==> config.mk <==
export PLATFORM = sky130hd
export DESIGN_NAME = pipeline_ctrl
export DESIGN_NICKNAME = d
export VERILOG_FILES = /design/src/rtl/pipeline_ctrl.sv
export SDC_FILE = /design/constraint.sdc
export NUM_CORES = 1
export LEC_CHECK = 0
export CAP_MARGIN = 40
export CORE_UTILIZATION = 45
export CTS_CLUSTER_DIAMETER = 80
export DETAILED_ROUTE_END_ITERATION = 6
export HOLD_SLACK_MARGIN = 0.03
export PLACE_DENSITY = 0.83
export SLEW_MARGIN = 20
export SYNTH_ARGS = -nofsm -noshare
export SYNTH_HDL_FRONTEND = slang
export SYNTH_SLANG_ARGS = --single-unit
==> constraint.sdc <==
create_clock -name clk -period 1.7 [get_ports clk]
set_input_delay 0.255 -clock clk [delete_from_list [all_inputs] [get_ports clk]]
set_output_delay 0.255 -clock clk [all_outputs]
set_load 0.005 [all_outputs]
==> src/rtl/pipeline_ctrl.sv <==
// pipeline_ctrl: hazard and forwarding controller for a 5-stage in-order pipeline.
//
// The block keeps shadow records of the EX, MEM and WB stages. From these it
// detects load-use hazards and taken branches, and drives the PC/IF-ID enables,
// the flush and bubble strobes, and the EX operand forwarding selects.
//
// Ports:
//   clk, reset                 rising-edge clock, synchronous active-high reset
//   id_valid                   ID stage holds a real instruction
//   id_rs, id_rt               ID source register numbers
//   id_uses_rs, id_uses_rt     ID instruction reads rs / rt
//   id_regwr, id_memtoreg      ID instruction writes the register file / is a load
//   id_rw                      ID destination register (after RegDst)
//   ex_taken                   branch in EX resolved taken this cycle
//   pc_en, ifid_en             PC and IF/ID write enables
//   ifid_flush, idex_bubble    zero IF/ID / insert a NOP into ID/EX at the next edge
//   fwd_a, fwd_b               EX operand source: 00 regfile, 01 MEM ALU out, 10 WB busW
//   ctrl_state                 action applied at the last edge: 00 RUN, 01 STALL, 10 FLUSH
//   stall_cnt, flush_cnt       saturating event counters
module pipeline_ctrl (
  input  logic        clk,
  input  logic        reset,
  input  logic        id_valid,
  input  logic [4:0]  id_rs,
  input  logic [4:0]  id_rt,
  input  logic        id_uses_rs,
  input  logic        id_uses_rt,
  input  logic        id_regwr,
  input  logic        id_memtoreg,
  input  logic [4:0]  id_rw,
  input  logic        ex_taken,
  output logic        pc_en,
  output logic        ifid_en,
  output logic        ifid_flush,
  output logic        idex_bubble,
  output logic [1:0]  fwd_a,
  output logic [1:0]  fwd_b,
  output logic [1:0]  ctrl_state,
  output logic [15:0] stall_cnt,
  output logic [15:0] flush_cnt
);

  typedef enum logic [1:0] {
    ST_RUN   = 2'b00,
    ST_STALL = 2'b01,
    ST_FLUSH = 2'b10
  } action_e;

  typedef struct packed {
    logic       valid;
    logic       regwr;
    logic       memtoreg;
    logic [4:0] rw;
    logic [4:0] rs;
    logic [4:0] rt;
  } ex_rec_t;

  // Later stages only keep the fields the hazard/forwarding logic consults;
  // source registers are dead once an instruction leaves EX.
  typedef struct packed {
    logic       valid;
    logic       regwr;
    logic       memtoreg;
    logic [4:0] rw;
  } mem_rec_t;

  typedef struct packed {
    logic       valid;
    logic       regwr;
    logic [4:0] rw;
  } wb_rec_t;

  ex_rec_t  ex_q;
  mem_rec_t mem_q;
  wb_rec_t  wb_q;
  action_e  state_q;
  action_e  decision;
  logic     load_use;
  logic     do_flush;

  always_comb begin
    load_use = ex_q.valid && ex_q.memtoreg && (ex_q.rw != 5'd0) && id_valid &&
               ((id_uses_rs && (id_rs == ex_q.rw)) ||
                (id_uses_rt && (id_rt == ex_q.rw)));
    do_flush = ex_taken && ex_q.valid;
    if (do_flush)      decision = ST_FLUSH;
    else if (load_use) decision = ST_STALL;
    else               decision = ST_RUN;
  end

  always_comb begin
    pc_en       = 1'b1;
    ifid_en     = 1'b1;
    ifid_flush  = 1'b0;
    idex_bubble = 1'b0;
    if (reset) begin
      pc_en       = 1'b0;
      ifid_en     = 1'b0;
      ifid_flush  = 1'b1;
      idex_bubble = 1'b1;
    end else begin
      case (decision)
        ST_FLUSH: begin
          ifid_flush  = 1'b1;
          idex_bubble = 1'b1;
        end
        ST_STALL: begin
          pc_en       = 1'b0;
          ifid_en     = 1'b0;
          idex_bubble = 1'b1;
        end
        default: ;
      endcase
    end
  end

  // MEM wins over WB as the youngest producer; a load in MEM has no ALU
  // result to forward, so it is excluded from the MEM path.
  always_comb begin
    fwd_a = 2'b00;
    fwd_b = 2'b00;
    if (!reset && ex_q.valid) begin
      if (mem_q.valid && mem_q.regwr && !mem_q.memtoreg && (mem_q.rw != 5'd0) &&
          (mem_q.rw == ex_q.rs))
        fwd_a = 2'b01;
      else if (wb_q.valid && wb_q.regwr && (wb_q.rw != 5'd0) && (wb_q.rw == ex_q.rs))
        fwd_a = 2'b10;
      if (mem_q.valid && mem_q.regwr && !mem_q.memtoreg && (mem_q.rw != 5'd0) &&
          (mem_q.rw == ex_q.rt))
        fwd_b = 2'b01;
      else if (wb_q.valid && wb_q.regwr && (wb_q.rw != 5'd0) && (wb_q.rw == ex_q.rt))
        fwd_b = 2'b10;
    end
  end

  always_ff @(posedge clk) begin
    if (reset) begin
      ex_q      <= '0;
      mem_q     <= '0;
      wb_q      <= '0;
      state_q   <= ST_RUN;
      stall_cnt <= '0;
      flush_cnt <= '0;
    end else begin
      wb_q.valid     <= mem_q.valid;
      wb_q.regwr     <= mem_q.regwr;
      wb_q.rw        <= mem_q.rw;
      mem_q.valid    <= ex_q.valid;
      mem_q.regwr    <= ex_q.regwr;
      mem_q.memtoreg <= ex_q.memtoreg;
      mem_q.rw       <= ex_q.rw;
      ex_q.valid     <= (decision == ST_RUN) ? id_valid : 1'b0;
      ex_q.regwr     <= id_regwr;
      ex_q.memtoreg  <= id_memtoreg;
      ex_q.rw        <= id_rw;
      ex_q.rs        <= id_rs;
      ex_q.rt        <= id_rt;
      state_q        <= decision;
      if (decision == ST_STALL && stall_cnt != 16'hFFFF)
        stall_cnt <= stall_cnt + 16'd1;
      if (decision == ST_FLUSH && flush_cnt != 16'hFFFF)
        flush_cnt <= flush_cnt + 16'd1;
    end
  end

  assign ctrl_state = state_q;

endmodule

==> metrics.md <==
| Metric | Value |
|---|---|
| Place WS | -0.6658 ns |
| #FFs+latches synth | between 60 and 70 |
| Layout cells sized above 1 | 36.63% |
| Ys flop type | dfxtp_1 |
| DIE AREA | 7001 µm² |
| Layout fillers | 432 |
| Worst Hold Class | in -> reg |
| Die W | 83.67 µm |
| Worst slew margin | 71.96% |
| Max-slew violations | 0 |
| Xor/xnor share of the synthesized area | between 10% and 20% |
| Mapped Nets | 345 |
| Power density cells | 694.7 nW/µm² |
| Fmax | 0.4628 GHz |
| Maxcap violations | 0 |
| Syn Area/Cell | 9.380 µm² |
| Worst-Skew Late Latency | 0.35 ns |
| Largest net degree at the start of global routing | 38 |
| Failing checks | setup timing |
| Via Count | 2898 |
| Vias in the first global route | ~2900 |
| Layout net count | about 500 |
| Mapped Area | 3002 µm² |
| Antenna diodes | 0 |
| IO buf count | 64 |
| RSZ-0062 raised after global routing | yes |
| Num rows | 29 |
| Number of synthesized flops with an enable pin | 0 |
| Library cell with the highest instance count after synthesis | dfxtp_1 |
| Slowest CP cell | or4_4 |
| CP max stage delay | 0.54 ns |
| All-Layer GR Usage | 24.16% |
| CTS tree | built |
| Initial antenna violation count | 0 |
| Post-synth top cells | 67 x dfxtp_1, 34 x xnor2_1, 33 x nor2_1, 31 x nor2b_1, 24 x nand2_1 |
| Compound-Gate Fraction of Synth Area | 5.586% |
| TritonCTS Sinks | 67 |
| DRC | 0 |
| Die Y-Extent | ~84 µm |
| Hold Buf Count CTS | 0 |
| Synth async-reset ratio | 0% |
| Gpl congestion | around 0.86 |
| Iteration count of the initial detailed-routing pass | 4 |
| Synth Area in Adders | 0.8337% |
| CP required | 1.44 ns |
| Leakage | 1.911 nW |
| Top post-synthesis cells by area | dfxtp_1 45%, xnor2_1 9.9%, nor2b_1 6.5%, xor2_1 6.4%, nor2_1 4.1% |
| Status | complete, but fails checks |
| DR iter-0 viols | around 120 |
| Area delta synth->final | 57.86% |
| Worst setup EP type | output port |
| Max IR drop VDD | 476.9 µV |
| Setup violations, final | 24 |
| Ports | 65 |
| First-pass GRT wire length | approximately 13 mm |
| Num CTS Buffers | 9 |
| PnR Total Power | 0.003292 W |
| Detailed Place HPWL | 5.748 mm |
| Mux share of post-synthesis cell area | 0.3335% |
| CP Max Fanout | 3 |
| Clk root buf | clkbuf_8 |
| Period minus WS final | 2.161 ns |
| Final period utilization | 127.1% |
| YS warnings | 0 |
| DRT antenna net count | 0 |
| Final Hold Viols | 0 |
| Simple-gate share of the synthesized area | 29.76% |
| Synth area leader | dfxtp_1 |
| Clock Path Buffers | 2 |
| Core ar. | 6386 µm² |
| Wire per inst | 16.46 µm |
| Initial core utilization | 47.00% |
| Final wirelength | 9.088 mm |
| Post-synthesis sequential area ratio | 44.69% |
| Startpoint types | flop |
| Reg2Reg Setup Slack | -0.28 ns |
| H-Tree Depth | 3 |
| Synth unique cells | 43 |
| Slew @ Worst Pin | 0.4175 ns |
| GRT Residual Overflow | 0 |
| Worst Setup Path Type | reg -> out |
| Vias per cell | 5.250 |
| Synth top area share | 44.69% |
| Largest family of logic cells by synthesized area | simple AND/OR/NAND/NOR gates |
| CTS clk-pin slew, worst paths | about 0.070 ns |
| Post-Synthesis Cells | 320 |
| Final Skew | 0.009135 ns |
| CP Cell Sequence | or4_4, o2111ai_4, nand2b_4, buf_4, nand2_1, buf_2 |
| Final worst slack | -0.4609 ns |
| Critical Path AT | 1.91 ns |
[repair_timing]
| action | in CTS | in global routing |
|---|---|---|
| resized for setup | 53 | 37 |
| buffers inserted | 4 | 8 |
| pin swaps | 21 | 28 |
| setup endpoints to repair | 36 | 40 |
[per-stage QoR]
stage	util (%)	area (µm²)	std cells	hold WS, ns	TNS, ns
global route	74.20	4738	552	0.3984	-8.066
detailed placement	66.89	4272	526	0.4484	-12.23
CTS	71.40	4559	545	0.3661	-5.796
floorplan	-	3020	320	0.3830	-0.2648
finish	74.20	4738	552	0.3962	-6.130
global placement	66.89	4272	526	0.4213	-9.657
[worst max-delay path, delay by kind of cell, from the launching register on]
kind | cells | cell delay, ns
AO/OA/AOI/OAI | 1 | 0.22
buffers and inverters | 2 | 0.24
AND/OR/NAND/NOR | 3 | 0.77
flip-flops | 1 | 0.32
[worst paths after layout]
kind,startpoint,to,depth (start not counted)
max,ex_q[11],idex_bubble,6
min,reset,stall_cnt[15],4
max reg2reg,ex_q[11],stall_cnt[5],9
min reg2reg,mem_q[6],wb_q[5],1
[where the power goes]
part	switching [W]	total [W]	leakage [nW]	internal (W)
Clock	0.000619	0.00133	0.0991	0.000710
Sequential	0.0000295	0.00164	0.554	0.00161
Combinational	0.000147	0.000326	1.26	0.000179
[metal layers]
metal / track usage (%) / vias to the layer above / routed length (µm)
li1: - / 1381 / -
met1: 27.40 / 1389 / 3616
met2: 42.79 / 99 / 4806
met3: 5.341 / 29 / 341
met4: 11.56 / 0 / 324
met5: 0 / - / 0
[cell usage in the layout (no fill, tap or decap), types with 4 or more instances in the layout]
master	count
and3_1	6
nor3_1	8
dfxtp_2	17
buf_6	10
and2_1	4
buf_4	76
xnor2_2	5
xor2_1	21
buf_2	7
nor2_1	26
dfxtp_1	49
nand2_1	23
clkdlybuf4s50_1	55
nand3_2	4
xnor2_1	29
nor2_2	6
nor2b_1	31
clkbuf_8	10
inv_1	5
nand4_1	11
nand3_1	8
[state kept, by name, indices dropped and copies added (netlist names)]
register	cells
flush_cnt	16
ctrl_state	2
wb_q	7
stall_cnt	16
mem_q	8
ex_q	18
[final cells by class]
| type | count | area [µm²] | share of cell area, % |
|---|---|---|---|
| inverter | 6 | 22.52 | 0.4753 |
| clock buffer | 11 | 141.4 | 2.984 |
| clock inverter | 5 | 52.55 | 1.109 |
| sequential | 67 | 1366 | 28.84 |
| multi-input combinational | 236 | 1777 | 37.50 |
| timing repair buffer | 150 | 1282 | 27.07 |
| tap | 77 | 96.34 | 2.033 |
[logic make-up (layout without fill, tap and decap cells)]
kind of cell,after synthesis,count (layout)
mux,1,1
xor+xnor,56,56
compound gates,16,16
fa+ha+maj,2,2
flops,67,67
buf+inv,17,172
simple gates,161,161
(Power assumes the default switching activity.)
